**src/rtl/uart_pkg.sv**
```systemverilog
// Shared UART definitions: transmit FSM states, parity selectors, line levels.
// Latency: n/a (types and constants only).
// Backpressure: n/a.
package uart_pkg;

  typedef enum logic [2:0] {
    IDLE,
    START,
    DATA,
    PARITY,
    STOP
  } tx_state_t;

  localparam logic PAR_EVEN  = 1'b0;
  localparam logic PAR_ODD   = 1'b1;

  localparam logic IDLE_LVL  = 1'b1;
  localparam logic START_LVL = 1'b0;
  localparam logic STOP_LVL  = 1'b1;

  // Parity bit for a frame, given the XOR of its data bits and the parity type.
  function automatic logic parity_bit(input logic data_xor, input logic par_type);
    logic r;
    r = data_xor;
    unique case (par_type)
      PAR_EVEN: r = data_xor;
      PAR_ODD:  r = ~data_xor;
    endcase
    return r;
  endfunction

endpackage

```
**src/rtl/uart_tx_baud_counter.sv**
```systemverilog
// Bit-timing counters for the UART transmitter: cycle-in-bit and data-bit index.
// Latency: bit_tick asserts combinationally on the last cycle of each P-cycle bit.
// Backpressure: none; counts whenever cnt_en is high, clears when it drops.
module uart_tx_baud_counter #(
  parameter int PRESCALE_W = 6,
  parameter int BIT_CNT_W  = 4
) (
  input  logic                  clk,
  input  logic                  rst,
  input  logic                  cnt_en,
  input  logic                  bit_en,
  input  logic [PRESCALE_W-1:0] P,
  output logic [PRESCALE_W-1:0] edge_cnt,
  output logic [BIT_CNT_W-1:0]  bit_cnt,
  output logic                  bit_tick
);

  logic [PRESCALE_W-1:0] w_last;

  assign w_last   = P - PRESCALE_W'(1);
  assign bit_tick = cnt_en && (edge_cnt == w_last);

  // Edge counter wraps at each bit boundary; bit counter advances only on data bits.
  always_ff @(posedge clk or negedge rst) begin
    if (!rst) begin
      edge_cnt <= '0;
      bit_cnt  <= '0;
    end else if (!cnt_en) begin
      edge_cnt <= '0;
      bit_cnt  <= '0;
    end else begin
      if (bit_tick) begin
        edge_cnt <= '0;
      end else begin
        edge_cnt <= edge_cnt + PRESCALE_W'(1);
      end
      if (bit_tick && bit_en) begin
        bit_cnt <= bit_cnt + BIT_CNT_W'(1);
      end
    end
  end

endmodule

```
**src/rtl/uart_tx.sv**
```systemverilog
// UART transmitter: serialises one byte as start, LSB-first data, optional parity, stop.
// Latency: start bit appears on tx_out the cycle after the accept edge.
// Backpressure: requests are only sampled while busy=0; no queuing while a frame is in flight.
module uart_tx
  import uart_pkg::*;
#(
  parameter int DATA_WIDTH = 8,
  parameter int PRESCALE_W = 6
) (
  input  logic                  clk,
  input  logic                  rst,
  input  logic [DATA_WIDTH-1:0] p_data,
  input  logic                  data_valid,
  input  logic [PRESCALE_W-1:0] prescale,
  input  logic                  par_en,
  input  logic                  par_type,
  output logic                  tx_out,
  output logic                  busy,
  output logic                  done
);

  localparam int BIT_CNT_W = $clog2(DATA_WIDTH + 1);

  tx_state_t             r_state;
  logic [DATA_WIDTH-1:0] r_data;
  logic [DATA_WIDTH-1:0] r_shift;
  logic [PRESCALE_W-1:0] r_prescale;
  logic                  r_par_en;
  logic                  r_par_type;

  logic [PRESCALE_W-1:0] w_p;
  logic [PRESCALE_W-1:0] w_edge_cnt;
  logic [BIT_CNT_W-1:0]  w_bit_cnt;
  logic                  w_cnt_en;
  logic                  w_bit_en;
  logic                  w_bit_tick;
  logic                  w_last_bit;
  logic                  w_parity;

  // Prescale of 0 or 1 cannot give a sensible bit period, so it is raised to 2.
  assign w_p        = (r_prescale < PRESCALE_W'(2)) ? PRESCALE_W'(2) : r_prescale;
  assign w_cnt_en   = (r_state != IDLE);
  assign w_bit_en   = (r_state == DATA);
  assign w_last_bit = (w_bit_cnt == BIT_CNT_W'(DATA_WIDTH - 1));
  assign w_parity   = parity_bit(^r_data, r_par_type);

  uart_tx_baud_counter #(
    .PRESCALE_W (PRESCALE_W),
    .BIT_CNT_W  (BIT_CNT_W)
  ) u_baud (
    .clk      (clk),
    .rst      (rst),
    .cnt_en   (w_cnt_en),
    .bit_en   (w_bit_en),
    .P        (w_p),
    .edge_cnt (w_edge_cnt),
    .bit_cnt  (w_bit_cnt),
    .bit_tick (w_bit_tick)
  );

  // Frame sequencer; tx_out/busy/done are set one cycle ahead so they come straight from flops.
  always_ff @(posedge clk or negedge rst) begin
    if (!rst) begin
      r_state    <= IDLE;
      r_data     <= '0;
      r_shift    <= '0;
      r_prescale <= '0;
      r_par_en   <= 1'b0;
      r_par_type <= 1'b0;
      tx_out     <= IDLE_LVL;
      busy       <= 1'b0;
      done       <= 1'b0;
    end else begin
      done <= 1'b0;
      unique case (r_state)
        IDLE: begin
          tx_out <= IDLE_LVL;
          busy   <= 1'b0;
          if (data_valid) begin
            r_data     <= p_data;
            r_prescale <= prescale;
            r_par_en   <= par_en;
            r_par_type <= par_type;
            r_state    <= START;
            tx_out     <= START_LVL;
            busy       <= 1'b1;
          end
        end
        START: begin
          if (w_bit_tick) begin
            r_state <= DATA;
            tx_out  <= r_data[0];
            r_shift <= r_data >> 1;
          end
        end
        DATA: begin
          if (w_bit_tick) begin
            if (!w_last_bit) begin
              tx_out  <= r_shift[0];
              r_shift <= r_shift >> 1;
            end else if (r_par_en) begin
              r_state <= PARITY;
              tx_out  <= w_parity;
            end else begin
              r_state <= STOP;
              tx_out  <= STOP_LVL;
            end
          end
        end
        PARITY: begin
          if (w_bit_tick) begin
            r_state <= STOP;
            tx_out  <= STOP_LVL;
          end
        end
        STOP: begin
          if (w_bit_tick) begin
            r_state <= IDLE;
            tx_out  <= IDLE_LVL;
            busy    <= 1'b0;
            done    <= 1'b1;
          end
        end
        default: begin
          r_state <= IDLE;
          tx_out  <= IDLE_LVL;
          busy    <= 1'b0;
        end
      endcase
    end
  end

  // The edge counter must never run past the end of a bit.
  a_edge_in_range: assert property (@(posedge clk) disable iff (!rst) w_edge_cnt < w_p);

endmodule

```
**config.mk**
```make
export PLATFORM = sky130hd
export DESIGN_NAME = uart_tx
export DESIGN_NICKNAME = d
export VERILOG_FILES = /design/src/rtl/uart_pkg.sv /design/src/rtl/uart_tx_baud_counter.sv /design/src/rtl/uart_tx.sv
export SDC_FILE = /design/constraint.sdc
export NUM_CORES = 1
export LEC_CHECK = 0
export ABC_AREA = 1
export CAP_MARGIN = 20
export CORE_MARGIN = 3
export CORE_UTILIZATION = 38
export CTS_CLUSTER_SIZE = 30
export DETAILED_ROUTE_END_ITERATION = 16
export HOLD_SLACK_MARGIN = 0.06
export MAX_ROUTING_LAYER = met4
export PLACE_DENSITY = 0.57
export RECOVER_POWER = 100
export SYNTH_ARGS = -nofsm -noshare
export SYNTH_HDL_FRONTEND = slang
export SYNTH_SLANG_ARGS = --single-unit
```
**constraint.sdc**
```tcl
create_clock -name clk -period 2.33 [get_ports clk]
set_input_delay 0.3495 -clock clk [delete_from_list [all_inputs] [get_ports clk]]
set_output_delay 0.3495 -clock clk [all_outputs]
set_load 0.01 [all_outputs]
```
==> results by group <==
Run status
  • Outcome: finished clean

Timing
  • Unrepaired setup endpoints after global routing: no
  • # setup viols final: 0
  • Clk_skew: 0.00298 ns
  • Final Max Tran Viols: 0
  • Final period utilization: 91.5%
  • Fin Setup TNS: 0 ns
  • Least-Margin Pin Slew: 1.09 ns
  • Rel. slew slack: 27.0%
  • Final Hold Violating Endpoints: 0
  • Worst Hold Slack: 0.175 ns
  • Min Clock Period, post-route: 2.13 ns
  • Max Freq: 0.469 GHz

Synthesis
  • Yosys cell types: 32
  • Yosys warns: 0
  • Synth Cell Area: 0.00214 sq mm
  • Post-Syn Nets: 275
  • Seq/Total Area, Yosys: 45.6%
  • Leading area contributor after synthesis: dfrtp_1
  • Main area contributors after synthesis: dfrtp_1, nand2_1, mux2_2
  • Post-synth top area share: 44.4%
  • Flops & latches, synth: 39
  • Avg Cell Area, Syn: 8.47 sq um
  • Post-Synthesis Cells: 253

Clock tree
  • Total CTS buffers: 5
  • CTS H-tree depth: 2
  • TritonCTS clock tree: done
  • CTS root buffer: clkbuf_8
  • Num Clock Sinks: 39
  • Clock Latency Late Sink: 0.29 ns
  • Clock transition at path regs: 0.07 ns
  • Cts hold-fix bufs: 0
  • Max Buffers Root-to-Sink: 2

Placement
  • DP Wirelength: 3100 microns
  • RD Place Congestion: 0.788
  • IO buf count: 21

Drt
  • Drt drc: 0
  • Drt total wl: 4250 microns
  • Number of vias per cell: 4.84
  • Via count: 1722
  • Pre-Repair DR Iteration Count: 4
  • WL per Instance: 11.9 microns
  • Drt initial violations: 63
  • DRT antenna net count: 0

Setup path
  • CP Launch Type: flip-flop
  • CP Class: flip-flop to flip-flop
  • Critical Path Sink Type: flip-flop
  • Critical Path AT: 2.31 ns
  • Data required time of the worst path: 2.50 ns
  • Critical-path cell list: inv_2 -> nand2_2 -> nor2_1 -> nand2_1 -> clkbuf_1 -> mux2_2
  • Crit path max fanout: 22
  • Buf/Inv on CP: 2
  • Slowest cell on the critical path: clkbuf_1
  • Slowest cell delay on critical path: 0.82 ns
  • Top Family by Delay on Critical Path: buffers and inverters

Final layout
  • Area Growth Syn to Fin: 22.7%
  • Ratio of cells with drive above 1 in the final layout: 19.9%
  • Final net count: 307
  • Antenna Cells: 0
  • Commonest non-fill, non-tap cell in the layout: nand2_1
  • Commonest non-fill, non-tap cells in the layout: nand2_1, dfrtp_1, inv_1

GRT
  • Grt total ovfl: 0
  • Vias in the first global route: 1583
  • Initial antenna violation count: 0
  • Largest net degree at the start of global routing: 40
  • Total GRT Usage: 14.6%
  • First-pass GRT wire length: 7130 microns

Pwr
  • Static Leakage: 1.26 nW
  • Maximum vdd ir drop: 0.580 mV
  • PwrDens: 1230 mW/mm^2

Floorplan
  • Core area: 0.00527 sq mm
  • Starting Density: 40.6%
  • Die H: 81.1 microns
  • I/O pins: 22
  • Die Wd: 81.1 microns
  • # rows: 26
  • Die area: 0.00657 sq mm

Flow run
  • Maxcap violations: 0

Hold path
  • Worst Hold Class: input port to async pin
## Yosys cell counts, drive strengths merged
library cell  number
mux2i              5
dfstp              1
mux2              10
or2                2
inv               32
nand3             24
dfrtp             38
a31oi              1
nor2              26
xor2               4
o21ai             15
clkbuf             1
nand4              5
nand3b             1
buf                2
xnor2              4
nand2             69
ha                 3
nor3b              1
a21oi              8
nor3               1
## where the power goes
group	leakage, nW	internal [W]	switching, W	total [W]
clock network	0.0515	0.000270	0.000224	0.000494
logic	0.715	0.000660	0.000926	0.00159
registers	0.491	0.000915	0.000246	0.00116
## path summary, 6_finish.rpt
check | end | slack [ns] | from | depth (start not counted)
worst max-delay path | r_prescale[0] | 0.20 | r_state[0] | 6
min in group clk | r_shift[2] | 0.48 | r_shift[2] | 2
max in group asynchronous | r_prescale[1] | 1.56 | rst | 1
worst max register to register | r_prescale[0] | 0.20 | r_state[0] | 6
worst min register to register | r_shift[2] | 0.48 | r_shift[2] | 2
worst min-delay path | u_baud.edge_cnt[4] | 0.17 | rst | 1
## sequential cells by signal, summed over array words and instances (netlist names)
register and flops:
r_par_en 1, r_data 8, u_baud.edge_cnt 6, u_baud.bit_cnt 4, tx_out 1, busy 1, r_par_type 1, done 1
r_state 3, r_shift 7, r_prescale 6
## what timing repair did
action	4_1_cts	5_1_grt
endpoints found under the setup margin	0	19
buffers inserted	0	5
resized for setup	0	12
hold endpoints to repair	0	0
## final cells by class
class                   count  area (sq um)
fillers                   536          2640
multi-input cells         180          1090
flip-flops and latches     39           978
repair buffers             27           246
inverters                  32           120
clock buffers               8           100
well taps                  70          87.6
## through the flow
stage | util, % | setup slack [ns] | cells | area [sq um] | power (W)
5_1_grt | 49.9 | 0.00464 | 356 | 2630 | 0.00357
3_3_place_gp | 46.0 | 0.204 | 342 | 2420 | 0.00261
6_report | 49.9 | 0.197 | 356 | 2630 | 0.00324
4_1_cts | 47.9 | 0.163 | 350 | 2520 | 0.00314
2_1_floorplan | - | 0.379 | 253 | 2140 | 0.00227
3_5_place_dp | 46.0 | 0.166 | 342 | 2420 | 0.00263
## layer usage
metal / vias to the layer above / global-route usage [%] / wire length, microns
met1: 803 / 18.7 / 2100
met5: - / - / 0
li1: 884 / - / -
met3: 6 / 3.33 / 148
met4: 0 / 5.07 / 59
met2: 29 / 22.7 / 1940
## logic make-up (layout without fill, tap and decap cells)
family	after synthesis	in the layout	synth area share, %
buffers and inverters	35	67	6.54
AOI/OAI and AO/OA	24	24	6.89
DFF	39	39	45.6
and+or+nand+nor	129	130	28.3
adders and majority gates	3	3	1.75
xor gates and xnor gates	8	8	3.27
muxes	15	15	7.59
(Power assumes the default switching activity.)
